[config.mk]
export PLATFORM = sky130hd
export DESIGN_NAME = restoring_div_flat
export DESIGN_NICKNAME = d
export VERILOG_FILES = /design/src/rtl/restoring_div_if.sv /design/src/rtl/restoring_div.sv /design/src/flat_wrapper.sv
export SDC_FILE = /design/constraint.sdc
export NUM_CORES = 1
export LEC_CHECK = 0
export ABC_AREA = 1
export ABC_CLOCK_PERIOD_IN_PS = 2800
export CORE_UTILIZATION = 30
export DETAILED_ROUTE_END_ITERATION = 8
export HOLD_SLACK_MARGIN = 0.06
export PLACE_DENSITY = 0.58
export SLEW_MARGIN = 20
export SYNTH_ARGS = -nofsm -noshare
export SYNTH_HDL_FRONTEND = slang
export SYNTH_SLANG_ARGS = --single-unit
[constraint.sdc]
create_clock -name clk -period 2.8 [get_ports clk]
set_clock_uncertainty 0.1 [all_clocks]
set_input_delay 0.42 -clock clk [delete_from_list [all_inputs] [get_ports clk]]
set_output_delay 0.42 -clock clk [all_outputs]
set_load 0.01 [all_outputs]
[src/rtl/restoring_div_if.sv]
// rtl/restoring_div_if.sv - request/result bundle for the 8-by-4 restoring divider
interface restoring_div_if;
    logic       start;
    logic [7:0] dividend;
    logic [3:0] divisor;
    logic [7:0] quotient;
    logic [3:0] remainder;
    logic       busy;
    logic       done;
    logic       div_by_zero;

    // requester side: issues operands, observes result and status
    modport master (
        output start,
        output dividend,
        output divisor,
        input  quotient,
        input  remainder,
        input  busy,
        input  done,
        input  div_by_zero
    );

    // divider side
    modport slave (
        input  start,
        input  dividend,
        input  divisor,
        output quotient,
        output remainder,
        output busy,
        output done,
        output div_by_zero
    );
endinterface

[src/rtl/restoring_div.sv]
// rtl/restoring_div.sv - 8-bit by 4-bit unsigned restoring divider, one step per cycle; optional DIV_ZERO_DETECT_EN fast path
module restoring_div (
    input  logic            clk,
    input  logic            rst,
    restoring_div_if.slave  bus
);

    typedef enum logic [1:0] {
        S_IDLE = 2'd0,
        S_RUN  = 2'd1,
        S_DONE = 2'd2
    } state_t;

    state_t     r_state;
    state_t     w_state_next;

    // operands captured at acceptance; dividend shifts out MSB first
    logic [7:0] r_dvd;
    logic [3:0] r_dvs;
    // working partial remainder, quotient shift register and step counter
    logic [3:0] r_rem;
    logic [7:0] r_quo;
    logic [2:0] r_cnt;
    // architecturally visible results, only written at completion
    logic [7:0] r_quotient;
    logic [3:0] r_remainder;

    logic       w_accept;
    logic       w_last;
    logic [4:0] w_pr;
    logic       w_ge;
    logic [3:0] w_diff;
    logic [3:0] w_rem_next;
    logic [7:0] w_quo_next;

`ifdef DIV_ZERO_DETECT_EN
    logic       r_dbz;
    logic       w_zero;
`endif

    assign w_accept = (r_state == S_IDLE) && bus.start;
    assign w_last   = (r_cnt == 3'd7);

`ifdef DIV_ZERO_DETECT_EN
    assign w_zero   = (bus.divisor == 4'd0);
`endif

    // one restoring step: shift in next dividend bit, trial-subtract divisor.
    // When the trial succeeds the true difference is below the divisor, so
    // its low four bits (mod-16 subtraction) are exact.
    always_comb begin
        w_pr       = {r_rem, r_dvd[7]};
        w_ge       = (w_pr >= {1'b0, r_dvs});
        w_diff     = w_pr[3:0] - r_dvs;
        w_rem_next = w_ge ? w_diff : w_pr[3:0];
        w_quo_next = {r_quo[6:0], w_ge};
    end

    // state register
    always_ff @(posedge clk) begin
        if (rst) begin
            r_state <= S_IDLE;
        end else begin
            r_state <= w_state_next;
        end
    end

    // next-state logic: DONE always lasts one cycle, start only matters in IDLE
    always_comb begin
        w_state_next = r_state;
        case (r_state)
            S_IDLE: begin
                if (w_accept) begin
`ifdef DIV_ZERO_DETECT_EN
                    w_state_next = w_zero ? S_DONE : S_RUN;
`else
                    w_state_next = S_RUN;
`endif
                end
            end
            S_RUN: begin
                if (w_last) begin
                    w_state_next = S_DONE;
                end
            end
            S_DONE: begin
                w_state_next = S_IDLE;
            end
            default: begin
                w_state_next = S_IDLE;
            end
        endcase
    end

    // datapath: capture operands on accept, iterate in RUN, publish on the last step
    always_ff @(posedge clk) begin
        if (rst) begin
            r_dvd       <= 8'd0;
            r_dvs       <= 4'd0;
            r_rem       <= 4'd0;
            r_quo       <= 8'd0;
            r_cnt       <= 3'd0;
            r_quotient  <= 8'd0;
            r_remainder <= 4'd0;
        end else begin
            case (r_state)
                S_IDLE: begin
                    if (w_accept) begin
                        r_dvd <= bus.dividend;
                        r_dvs <= bus.divisor;
                        r_rem <= 4'd0;
                        r_quo <= 8'd0;
                        r_cnt <= 3'd0;
`ifdef DIV_ZERO_DETECT_EN
                        // zero divisor skips iteration; publish the same
                        // values the full restoring walk would produce
                        if (w_zero) begin
                            r_quotient  <= 8'hFF;
                            r_remainder <= bus.dividend[3:0];
                        end
`endif
                    end
                end
                S_RUN: begin
                    r_dvd <= {r_dvd[6:0], 1'b0};
                    r_rem <= w_rem_next;
                    r_quo <= w_quo_next;
                    r_cnt <= r_cnt + 3'd1;
                    if (w_last) begin
                        r_quotient  <= w_quo_next;
                        r_remainder <= w_rem_next;
                    end
                end
                default: begin
                end
            endcase
        end
    end

`ifdef DIV_ZERO_DETECT_EN
    // zero-divisor flag: decided at acceptance, held until the next accept
    always_ff @(posedge clk) begin
        if (rst) begin
            r_dbz <= 1'b0;
        end else if (w_accept) begin
            r_dbz <= w_zero;
        end
    end

    assign bus.div_by_zero = r_dbz;
`else
    assign bus.div_by_zero = 1'b0;
`endif

    assign bus.quotient  = r_quotient;
    assign bus.remainder = r_remainder;
    assign bus.busy      = (r_state != S_IDLE);
    assign bus.done      = (r_state == S_DONE);

endmodule

[src/flat_wrapper.sv]
// flat-port wrapper written by rule: the top's interface ports become plain ports
module restoring_div_flat 
  (clk, rst, bus_start, bus_dividend, bus_divisor, bus_quotient, bus_remainder, bus_busy, bus_done, bus_div_by_zero);
  restoring_div_if bus_i ();
  input  logic clk;
  input  logic rst;
  input wire logic [$bits(bus_i.start)-1:0] bus_start;
  input wire logic [$bits(bus_i.dividend)-1:0] bus_dividend;
  input wire logic [$bits(bus_i.divisor)-1:0] bus_divisor;
  output wire logic [$bits(bus_i.quotient)-1:0] bus_quotient;
  output wire logic [$bits(bus_i.remainder)-1:0] bus_remainder;
  output wire logic [$bits(bus_i.busy)-1:0] bus_busy;
  output wire logic [$bits(bus_i.done)-1:0] bus_done;
  output wire logic [$bits(bus_i.div_by_zero)-1:0] bus_div_by_zero;
  assign bus_i.start = bus_start;
  assign bus_i.dividend = bus_dividend;
  assign bus_i.divisor = bus_divisor;
  assign bus_quotient = bus_i.quotient;
  assign bus_remainder = bus_i.remainder;
  assign bus_busy = bus_i.busy;
  assign bus_done = bus_i.done;
  assign bus_div_by_zero = bus_i.div_by_zero;
  restoring_div u_core (.clk(clk), .rst(rst), .bus(bus_i));
endmodule
# Yosys cells after proc, flatten, opt, wreduce, memory -nomap -nowiden
# Index checks and enable logic that the tools add are counted.
classes:
  addsub: 2
  muxes: 12
  n_lt_le_gt_ge: 1
  eq_ne: 5
  reduce_logical: 8
ops:
  columns: ["cell", "n"]
  rows:
  - ["$pmux 8 s2", 1]
  - ["$pmux 7 s2", 1]
  - ["$mux 4", 2]
  - ["$mux 8", 1]
  - ["$pmux 4 s2", 1]
  - ["$reduce_and 2->1", 4]
  - ["$mux 7", 1]
  - ["$pmux 3 s2", 1]
  - ["$ge 5x4->1", 1]
  - ["$mux 2", 2]
  - ["$ne 2x1->1 const B", 2]
  - ["$pmux 2 s2", 1]
  - ["$reduce_bool 2->1", 2]
  - ["$sub 4x4->4", 1]
  - ["$add 3x1->3 const B", 1]
  - ["$eq 3x3->1 const B", 1]
  - ["$mux 3", 1]
  - ["$eq 2x1->1 const B", 1]
  - ["$eq 2x2->1 const B", 1]
  - ["$logic_not 2->1", 1]
  - ["$logic_and 1x1->1", 1]
totals:
  register_bits: 40
  inputBits: 15
  out_inout_bits: 15
  wordCells: 36

# Longest topological paths before layout
depth:
  depth_word: 4
  ltp_mapped: 13
  depth_no_buf: 13

# Worst setup path after synthesis
# No wires, ideal clock.
synth_timing:
  path_kind: "reg-to-reg"
  from: "register u_core.r_dvd[7]"
  to: "register u_core.r_rem[2]"
  required_ns: 2.632
  path_slack_ns: 1.154
  arrival_time_ns: 1.478
  path_stages_with_launch: 9
  path_buffers: 0
  synth_period_minus_slack_ns: 1.646
  setup_ns: 0.068
  path_cell_list: "dfxtp_1 > inv_1 > ha_1 > fa_1 > xnor2_1 > nand2_2 > nand2_2 > nand2_2 > a21oi_2"
synth_between:
  elab_chain_cells: 3
  elab_cells_between_ends: 4
  classes_between: "add/sub (1); order compare (1); mux (2)"
synth_rtl:
  columns: ["element", "line_no", "rtl"]
  rows:
  - ["from (decl)", "restoring_div.sv:18", "logic [7:0] r_dvd;"]
  - ["from (signal assigned)", "restoring_div.sv:109", "r_dvd <= bus.dividend;"]
  - ["from (signal assigned)", "restoring_div.sv:125", "r_dvd <= {r_dvd[6:0], 1'b0};"]
  - ["$sub 4x4->4 / $ge 5x4->1 (equally long branches)", "restoring_div.sv:54, restoring_div.sv:53", null]
  - ["$mux 4 *", "restoring_div.sv:55", "w_rem_next = w_ge ? w_diff : w_pr[3:0];"]
  - ["$pmux 4 s2 *", "restoring_div.sv:106", "case (r_state)"]
  - ["to (signal assigned)", "restoring_div.sv:126", "r_rem <= w_rem_next;"]
  - ["to (decl)", "restoring_div.sv:21", "logic [3:0] r_rem;"]
# Mark *: on every way between the ends. The rest lies on a longest branch, timed or not.
# A chain may end at the register's enable or synchronous reset.

# Worst setup path in the final report
layout_timing:
  from: "register u_core.r_state[0]"
  to: "output port bus_busy"
layout_between:
  elab_chain_cells: 1
layout_rtl:
  columns: ["element", "line_no", "rtl"]
  rows:
  - ["from (decl)", "restoring_div.sv:14", "state_t r_state;"]
  - ["from (signal assigned)", "restoring_div.sv:64", "r_state <= w_state_next;"]
  - ["$reduce_bool 2->1", "restoring_div.sv:157", "assign bus.busy = (r_state != S_IDLE);"]
  - ["to (decl)", "flat_wrapper.sv:12", "output wire logic [$bits(bus_i.busy)-1:0] bus_busy;"]
# Every way passes these cells.

==> results.tsv <==
metric	value	unit
post-route setup slack	0.929	ns
Core ar.	5890	sq um
Routed WL per cell	10.9	um
initial drt markers	67	
multi-input combinational cell area	867	sq um
RSZ-0062 raised after global routing	false	
CP max stage delay	0.52	ns
kind of end point of the critical path	output port	
critical path cell sequence	nor2_2, inv_1, clkdlybuf4s50_1	
drt drc	0	
clock group share of total power	28.8	%
Fill cells	634	
Syn Nets	251	
Arr. time, crit path	1.35	ns
fin util	37.5	%
Clock Sinks	40	
Syn Area/Cell	7.96	sq um
worst hold path class	reg2reg	
reg2reg path depth	8	
Psw	0.372	mW
Final period util	66.8	%
sequential share of the synthesized area	44.0	%
Synth cell types	29	
Synth Cell Area	1820	sq um
Fmax achieved	534	MHz
Critical Path RT	2.28	ns
Worst path slowest cell	clkdlybuf4s50_1	
pwr/cell area	561	nW/um^2
startpoint types	register	
Pint	0.866	mW
Seq pwr share	49.6	%
largest net degree at the start of global routing	25	
Max Root-Sink Buffers	2	
Pleak	0.937	nW
Clock Tree Root	clkbuf_8	
GR Util All Layers	12.9	%
nets	277	
number of port buffers	28	
Post-CTS Setup Repair Bufs	0	
DRT Pass-1 Iters	4	
first-pass GRT wire length	6380	um
clock insertion delay at the later pin of the skew report	0.29	ns
Initial Utilization	31.0	%
critical path class	reg2out	
post-route ant nets	0	
Final Slew Violations	0	
share of cells above drive strength 1	12.5	%
Top-Level Pins	30	
switching share of total power	30.1	%
row cnt	28	
peak supply drop	247	uV
Min Hold Slack	0.365	ns
post-CTS resize count	0	
synthesis-to-finish area growth	21.2	%
antenna cells	0	
die area	6390	sq um
number of max-cap violations	0	
register area	801	sq um
#FFs+latches synth	40	
clock buffer count from CTS	5	
Period minus WS final	1.87	ns
Detailed Route WL	3590	um
Final setup viols	0	
clock tree from TritonCTS	built	
clock slew at reported path FFs	0.07	ns
Setup TNS	0	ns
pre-CTS setup slack	0.918	ns
CP max FO	3	
routability cong.	0.798	
combinational share of power	21.6	%
status	finished clean	
hold depth	2	
vias in the first global route	1409	
Mapped Cells	229	
grt ovf	0	
Post-CTS Hold Fix Bufs	0	
Final Hold Vio Count	0	
Max H-tree Level	2	
Ys Warns	0	
initial antenna violation count	0	
hpwl dp	2490	um
Die W	79.9	um
Vert. Die Dim	79.9	um
Via density	4.48	
Vias	1480	
-- power by group through the flow --
stage | registers (mW) | clock network, mW | logic (mW)
floorplan | 0.623 | 0 | 0.214
finish | 0.615 | 0.356 | 0.267
global placement | 0.627 | 0 | 0.268
CTS | 0.615 | 0.368 | 0.271
detailed placement | 0.628 | 0 | 0.270
global route | 0.619 | 0.399 | 0.304
-- logic make-up (layout without fill, tap and decap cells) --
kind of cell             count (synthesis)  after routing  synth area share (%)
flip-flops                              40             40                  44.0
AND/OR/NAND/NOR                        103            103                  26.6
AO/OA/AOI/OAI                           46             46                  15.1
adder cells (fa/ha/maj)                  7              7                  5.22
XOR/XNOR                                 1              1                 0.481
buffers and inverters                   31             57                  8.45
other                                    1              1                 0.206
-- synthesized netlist by cell type --
cell type	count	share of area (%)
nand2_1	68	14
dfxtp_1	40	44
a21oi_1	17	4.7
inv_1	16	3.3
nand3_1	15	4.1
o21ai_0	11	3.0
a31oi_1	7	2.4
ha_1	6	4.1
nand2_2	6	2.1
nor2_1	6	1.2
nand2_4	5	3.1
buf_2	4	1.1
a21oi_2	3	1.4
buf_6	3	1.9
inv_2	3	0.62
buf_4	2	0.82
o21a_1	2	0.82
o21ai_1	2	0.55
o21ai_2	2	0.96
o21bai_2	2	1.2
buf_1	1	0.21
clkinv_1	1	0.21
conb_1	1	0.21
fa_1	1	1.1
inv_4	1	0.34
nor2_2	1	0.34
nor2_4	1	0.62
nor2_8	1	1.1
xnor2_1	1	0.48
-- layout make-up --
type,instances,area share (%)
clock buffers,6,3.29
clock inverters,1,0.227
inverters,21,3.68
multi-input cells,158,39.3
flip-flops and latches,40,36.3
well taps,75,4.25
repair buffers,29,13.0
-- registers in the layout (all words and copies together), names as in the netlist --
register	flops
u_core.r_quo	7
u_core.r_cnt	3
u_core.r_dvs	4
u_core.bus.quotient	8
u_core.r_dvd	8
u_core.r_state	2
u_core.bus.remainder	4
u_core.r_rem	4
-- per-layer routing --
| layer | wire, um | vias up | global-route usage (%) |
|---|---|---|---|
| met1 | 1790 | 669 | 16.3 |
| met5 | 0 | - | 0 |
| li1 | - | 783 | - |
| met3 | 151 | 7 | 3.89 |
| met4 | 40 | 0 | 4.82 |
| met2 | 1610 | 21 | 20.5 |
-- worst paths after layout --
path	end	from	slack (ns)
setup reg to reg	u_core.r_rem[2]$_SDFFE_PP0P_	u_core.r_dvd[7]$_SDFFE_PP0P_	1.06
setup / recovery	bus_busy	u_core.r_state[0]$_SDFFE_PP0P_	0.93
hold reg to reg	u_core.bus.quotient[6]$_SDFFE_PP0P_	u_core.r_quo[5]$_SDFFE_PP0P_	0.37
hold / removal	u_core.bus.quotient[6]$_SDFFE_PP0P_	u_core.r_quo[5]$_SDFFE_PP0P_	0.37
-- worst max-delay path: cells and delay by family, from the launching register on --
kind,cells,cell delay [ns]
buffers and inverters,2,0.57
flip-flops,1,0.41
AND/OR/NAND/NOR,1,0.09
-- through the flow --
step           power [mW]  instances  area, sq um
5_1_grt              1.32        330         2210
6_report             1.24        330         2210
2_1_floorplan       0.837        229         1820
3_5_place_dp        0.898        323         2130
3_3_place_gp        0.895        323         2130
4_1_cts              1.25        330         2210
-- cell usage in the layout (no fill, tap or decap) --
cell | Yosys | layout
inv_2 | 3 | 3
nand2_4 | 5 | 5
conb_1 | 1 | 1
a21oi_2 | 3 | 3
a31oi_1 | 7 | 7
a21oi_1 | 17 | 17
nor2_4 | 1 | 1
xnor2_1 | 1 | 1
fa_1 | 1 | 1
o21ai_1 | 2 | 2
o21ai_2 | 2 | 2
o21ai_0 | 11 | 11
nor2_8 | 1 | 1
clkinv_2 | 0 | 1
nand2_1 | 68 | 68
ha_1 | 6 | 6
nor2_1 | 6 | 6
o21a_1 | 2 | 2
inv_1 | 16 | 16
clkdlybuf4s50_1 | 0 | 28
buf_4 | 2 | 1
clkinv_1 | 1 | 1
nand2_2 | 6 | 6
nor2_2 | 1 | 1
o21bai_2 | 2 | 2
clkbuf_8 | 0 | 5
dfxtp_1 | 40 | 40
inv_4 | 1 | 1
nand3_1 | 15 | 15
clkbuf_1 | 0 | 1
No activity file was read; power rests on OpenSTA's default activity.
